$ cat src/rtl/univ_shift_reg_if.sv
// Control, data and status bundle for univ_shift_reg.
// The rot signal and its modport entries exist only when ROTATE_EN is defined.
interface univ_shift_reg_if #(
   parameter int WIDTH = 8,
   parameter int CNT_W = 4
);
   logic             en;
   logic [1:0]       mode;
   logic             si_msb;
   logic             si_lsb;
   logic [WIDTH-1:0] pdata;
   logic             start;
   logic [CNT_W-1:0] cnt;
   logic             dir;
`ifdef ROTATE_EN
   logic             rot;
`endif
   logic [WIDTH-1:0] q;
   logic             so;
   logic             busy;
   logic             done;

`ifdef ROTATE_EN
   modport master (output en, mode, si_msb, si_lsb, pdata, start, cnt, dir, rot,
                   input  q, so, busy, done);
   modport slave  (input  en, mode, si_msb, si_lsb, pdata, start, cnt, dir, rot,
                   output q, so, busy, done);
`else
   modport master (output en, mode, si_msb, si_lsb, pdata, start, cnt, dir,
                   input  q, so, busy, done);
   modport slave  (input  en, mode, si_msb, si_lsb, pdata, start, cnt, dir,
                   output q, so, busy, done);
`endif
endinterface

$ cat src/rtl/univ_shift_reg.sv
// Universal shift register (hold / shift right / shift left / load) with an autonomous burst shifter.
// Define ROTATE_EN to add the rot input, which turns every shift into a rotate.
module univ_shift_reg #(
   parameter int WIDTH = 8,
   parameter int CNT_W = 4
) (
   input  logic              clk,
   input  logic              rst,
   univ_shift_reg_if.slave   bus
);

   typedef enum logic [1:0] {
      IDLE  = 2'd0,
      BURST = 2'd1,
      FIN   = 2'd2
   } state_t;

   state_t           state;
   logic [WIDTH-1:0] q_r;
   logic             so_r;
   logic             busy_r;
   logic             done_r;
   logic [CNT_W-1:0] count;
   logic             dir_r;

   logic             fill_msb;
   logic             fill_lsb;
   logic [WIDTH-1:0] right_q;
   logic [WIDTH-1:0] left_q;

   // Bit entering the vacated end: serial input normally, the bit leaving the other end when rotating.
   always_comb begin
`ifdef ROTATE_EN
      fill_msb = bus.rot ? q_r[0]       : bus.si_msb;
      fill_lsb = bus.rot ? q_r[WIDTH-1] : bus.si_lsb;
`else
      fill_msb = bus.si_msb;
      fill_lsb = bus.si_lsb;
`endif
      right_q  = {fill_msb, q_r[WIDTH-1:1]};
      left_q   = {q_r[WIDTH-2:0], fill_lsb};
   end

   always_ff @(posedge clk or negedge rst) begin
      if (!rst) begin
         state  <= IDLE;
         q_r    <= '0;
         so_r   <= 1'b0;
         busy_r <= 1'b0;
         done_r <= 1'b0;
         count  <= '0;
         dir_r  <= 1'b0;
      end else begin
         done_r <= 1'b0;
         case (state)
            IDLE: begin
               if (bus.en) begin
                  if (bus.start) begin
                     if (bus.cnt != '0) begin
                        count  <= bus.cnt;
                        dir_r  <= bus.dir;
                        busy_r <= 1'b1;
                        state  <= BURST;
                     end else begin
                        done_r <= 1'b1;
                        state  <= FIN;
                     end
                  end else begin
                     case (bus.mode)
                        2'b01: begin
                           q_r  <= right_q;
                           so_r <= q_r[0];
                        end
                        2'b10: begin
                           q_r  <= left_q;
                           so_r <= q_r[WIDTH-1];
                        end
                        2'b11: q_r <= bus.pdata;
                        default: ;
                     endcase
                  end
               end
            end
            BURST: begin
               if (bus.en) begin
                  if (dir_r) begin
                     q_r  <= left_q;
                     so_r <= q_r[WIDTH-1];
                  end else begin
                     q_r  <= right_q;
                     so_r <= q_r[0];
                  end
                  count <= count - CNT_W'(1);
                  // The shift that empties the count is the final one.
                  if (count == CNT_W'(1)) begin
                     busy_r <= 1'b0;
                     done_r <= 1'b1;
                     state  <= FIN;
                  end
               end
            end
            FIN:     state <= IDLE;
            default: state <= IDLE;
         endcase
      end
   end

   assign bus.q    = q_r;
   assign bus.so   = so_r;
   assign bus.busy = busy_r;
   assign bus.done = done_r;

endmodule
$ cat src/flat_wrapper.sv
// flat-port wrapper written by rule: the top's interface ports become plain ports
module univ_shift_reg_flat 
#(
   parameter int WIDTH = 8,
   parameter int CNT_W = 4
)
  (clk, rst, bus_en, bus_mode, bus_si_msb, bus_si_lsb, bus_pdata, bus_start, bus_cnt, bus_dir, bus_q, bus_so, bus_busy, bus_done);
  univ_shift_reg_if #(.WIDTH(WIDTH), .CNT_W(CNT_W)) bus_i ();
  input  logic clk;
  input  logic rst;
  input wire logic [$bits(bus_i.en)-1:0] bus_en;
  input wire logic [$bits(bus_i.mode)-1:0] bus_mode;
  input wire logic [$bits(bus_i.si_msb)-1:0] bus_si_msb;
  input wire logic [$bits(bus_i.si_lsb)-1:0] bus_si_lsb;
  input wire logic [$bits(bus_i.pdata)-1:0] bus_pdata;
  input wire logic [$bits(bus_i.start)-1:0] bus_start;
  input wire logic [$bits(bus_i.cnt)-1:0] bus_cnt;
  input wire logic [$bits(bus_i.dir)-1:0] bus_dir;
  output wire logic [$bits(bus_i.q)-1:0] bus_q;
  output wire logic [$bits(bus_i.so)-1:0] bus_so;
  output wire logic [$bits(bus_i.busy)-1:0] bus_busy;
  output wire logic [$bits(bus_i.done)-1:0] bus_done;
  assign bus_i.en = bus_en;
  assign bus_i.mode = bus_mode;
  assign bus_i.si_msb = bus_si_msb;
  assign bus_i.si_lsb = bus_si_lsb;
  assign bus_i.pdata = bus_pdata;
  assign bus_i.start = bus_start;
  assign bus_i.cnt = bus_cnt;
  assign bus_i.dir = bus_dir;
  assign bus_q = bus_i.q;
  assign bus_so = bus_i.so;
  assign bus_busy = bus_i.busy;
  assign bus_done = bus_i.done;
  univ_shift_reg #(.WIDTH(WIDTH), .CNT_W(CNT_W)) u_core (.clk(clk), .rst(rst), .bus(bus_i));
endmodule
$ cat config.mk
export PLATFORM = sky130hd
export DESIGN_NAME = univ_shift_reg_flat
export DESIGN_NICKNAME = d
export VERILOG_FILES = /design/src/rtl/univ_shift_reg_if.sv /design/src/rtl/univ_shift_reg.sv /design/src/flat_wrapper.sv
export SDC_FILE = /design/constraint.sdc
export NUM_CORES = 1
export LEC_CHECK = 0
export BUFFER_PORTS_ARGS = -buffer_cell sky130_fd_sc_hd__buf_2
export CAP_MARGIN = 25
export CORE_UTILIZATION = 58
export CTS_BUF_LIST = sky130_fd_sc_hd__clkbuf_8
export DETAILED_ROUTE_END_ITERATION = 8
export PLACE_DENSITY = 0.9
export SKIP_CTS_REPAIR_TIMING = 1
export SYNTH_ARGS = -nofsm -noshare
export SYNTH_HDL_FRONTEND = slang
export SYNTH_SLANG_ARGS = --single-unit
$ cat constraint.sdc
create_clock -name clk -period 3.8 [get_ports clk]
set_input_delay 0.76 -clock clk [delete_from_list [all_inputs] [get_ports clk]]
set_output_delay 0.76 -clock clk [all_outputs]
set_load 0.02 [all_outputs]
==> impl_metrics.yaml <==
clock_tree:
  clkSlewWorstSetupHoldPaths_ps: 70
  cts.path.max_buffers: 2
  tritoncts: "done"
  clk-insertion-delay-late_ps: 260
  clock-sinks: 18
  numCtsBuffers: 3
  htree_levels: 1
  root_buffer: "clkbuf_8"
floorplanning:
  std_cell_rows: 16
  start_util: 0.613
  dieArea_sq_um: 2240
  ios: 32
  die_h_um: 47.3
  core_sq_um: 1940
  die_x_um: 47.3
synthesis:
  synth_common_cells: "18 x dfrtp_1, 18 x nand2_1, 16 x nor2_1"
  syn_area_sq_um: 1190
  synth-seq-area-share: 0.378
  synth-main-ff-cell: "dfrtp_1"
  synth_top_area_frac: 0.378
  synth.avg_cell_area_sq_um: 8.63
  syn-num-nets: 165
  syn_inst: 138
  synth-async-reset-ratio: 1.00
  synthTopCellsByArea: "dfrtp_1 38%, ha_1 6.3%, nand2_1 5.7%"
  synth_edf_count: 0
  synth_warnings: 0
  synth_cell_types: 37
  synth_top_area_cell: "dfrtp_1"
  ys_seq_elements: 18
job:
  cap_violations: 0
grt:
  grt_use_total: 0.273
  grt_antenna_before_repair: 0
  grt_first_pass_wirelength_um: 4300
  grt.overflow.total: 0
  grt_pass1_vias: 974
  grt_max_degree: 19
setup_path:
  crit_path_start: "bus_mode[1]"
  crit_required_ps: 3930
  reg2reg_depth: 4
  end_kind: "register"
  worst-path-max-fanout: 10
  path_class: "in2reg"
  regToRegSetupSlack_ps: 1940
  worstSetupEndpoint: "u_core.bus.q[0]$_DFFE_PN0P_"
  r2r-end: "u_core.bus.q[0]$_DFFE_PN0P_"
  r2r-start: "u_core.state[0]$_DFFE_PN0P_"
  cpMaxStageDelayCell: "nor3_1"
  cp_cell_sequence: "buf_2 -> ha_1 -> nor2_1 -> nor3_1 -> o2bb2ai_1 -> o31ai_1"
  critPathLaunchType: "input port"
  slowest_delay_ps: 640
  crit_arrival_ps: 2300
timing:
  rsz0062_at_grt: "false"
  tightestPinTransition_ps: 763
  skew_ps: 3.50
  setup_viol: 0
  fin_setup_tns_ps: 0
  drv_slew: 0
  final.min_clock_period_ps: 2180
  max_freq_mhz: 459
  finalHoldViolCount: 0
  slew_headroom: 0.487
  final.period_utilization: 0.573
layout:
  antenna_cells: 0
  nets: 194
  num-fill-cells: 163
  drive_above_1_share: 0.229
  area_growth_pct: 16.9
  finalInstanceArea_sq_um: 1390
detailed_routing:
  ant_nets: 0
  detail_route.wl_per_cell_um: 14.6
  wl_um: 2820
  drc: 0
  via_per_inst: 6.18
  first_pass_iters: 4
  vias: 1192
  drtIter0Drc: 63
min_path:
  hold_path.class: "in2async"
power:
  vdd_ir_drop_max_v: 0.000387
  powerDensity_nw_per_um2: 750
  p_leak_nw: 0.662
placed_design:
  gp_congestion: 0.833
  place_area_sq_um: 1340
  hpwl_um: 2010
  io_buffers: 31
status:
  outcome: "complete, no violations"
## state kept, by name, indices dropped and copies added (netlist names)
name	flops
u_core.bus.busy	1
u_core.bus.done	1
u_core.bus.q	8
u_core.bus.so	1
u_core.count	4
u_core.dir_r	1
u_core.state	2
## layout by cell type (no fill, tap or decap), drive strengths merged, types with 4 or more instances in the layout
master	synthesis	final
dfrtp	18	18
ha	6	6
a31oi	9	9
clkbuf	4	4
nor2	16	16
nand2	18	18
o21ai	7	7
nand2b	4	4
a21oi	6	6
inv	6	6
nor3	4	4
o31ai	7	7
buf	3	31
o2bb2ai	7	7
## metal layers
metal / GRT usage / up-vias / share of wire
met5: 0 / - / 0
met4: 0.0914 / 0 / 0.013
met3: 0.0346 / 5 / 0.082
met2: 0.425 / 62 / 0.47
met1: 0.389 / 562 / 0.43
li1: - / 563 / -
## area by class of cell
cell class / instances / area [sq um] / share of cell area
flip-flops and latches: 18 / 450 / 0.323
well taps: 27 / 33.8 / 0.0243
multi-input cells: 107 / 676 / 0.485
clock buffers: 4 / 55.1 / 0.0395
inverters: 6 / 22.5 / 0.0162
repair buffers: 31 / 155 / 0.111
## worst max-delay path: cells and delay by family
kind | cells | cell delay [ps]
AO/OA/AOI/OAI | 2 | 320
adder cells (fa/ha/maj) | 1 | 370
buffers and inverters | 1 | 110
AND/OR/NAND/NOR | 2 | 740
## how the worst min path moves through the flow
stage	from	endpoint	slack, ps	cells past startpoint
global route	rst	u_core.bus.q[5]$_DFFE_PN0P_	470	1
CTS	rst	u_core.bus.q[3]$_DFFE_PN0P_	440	1
detailed placement	u_core.bus.so$_DFFE_PN0P_	u_core.bus.so$_DFFE_PN0P_	480	2
floorplan	rst	u_core.bus.busy$_DFFE_PN0P_	460	0
global placement	u_core.bus.so$_DFFE_PN0P_	u_core.bus.so$_DFFE_PN0P_	470	2
finish	rst	u_core.bus.q[4]$_DFFE_PN0P_	420	1
## metrics by stage
step	utilization	hold WS [ps]	std cells	power (W)	setup WS [ps]
after floorplan	-	463	138	0.000745	1710
after global placement	0.689	472	189	0.000858	1510
after detailed placement	0.689	478	189	0.000878	1420
after CTS	0.717	441	193	0.00104	1670
after global routing	0.717	467	193	0.00113	1500
final	0.717	425	193	0.00104	1620
## report_power, final
part           internal [W]  switching (W)
sequential         0.000274      0.0000980
clock             0.0000921      0.0000669
combinational      0.000211       0.000303
total              0.000577       0.000468
## cells by family after synthesis
logic type / after synthesis / share of synthesized area
adder cells (fa/ha/maj): 6 / 0.0630
flip-flops: 18 / 0.378
buffers and inverters: 13 / 0.0546
AO/OA/AOI/OAI: 45 / 0.262
AND/OR/NAND/NOR: 53 / 0.212
multiplexers: 3 / 0.0305
No activity file was read; power rests on OpenSTA's default activity.
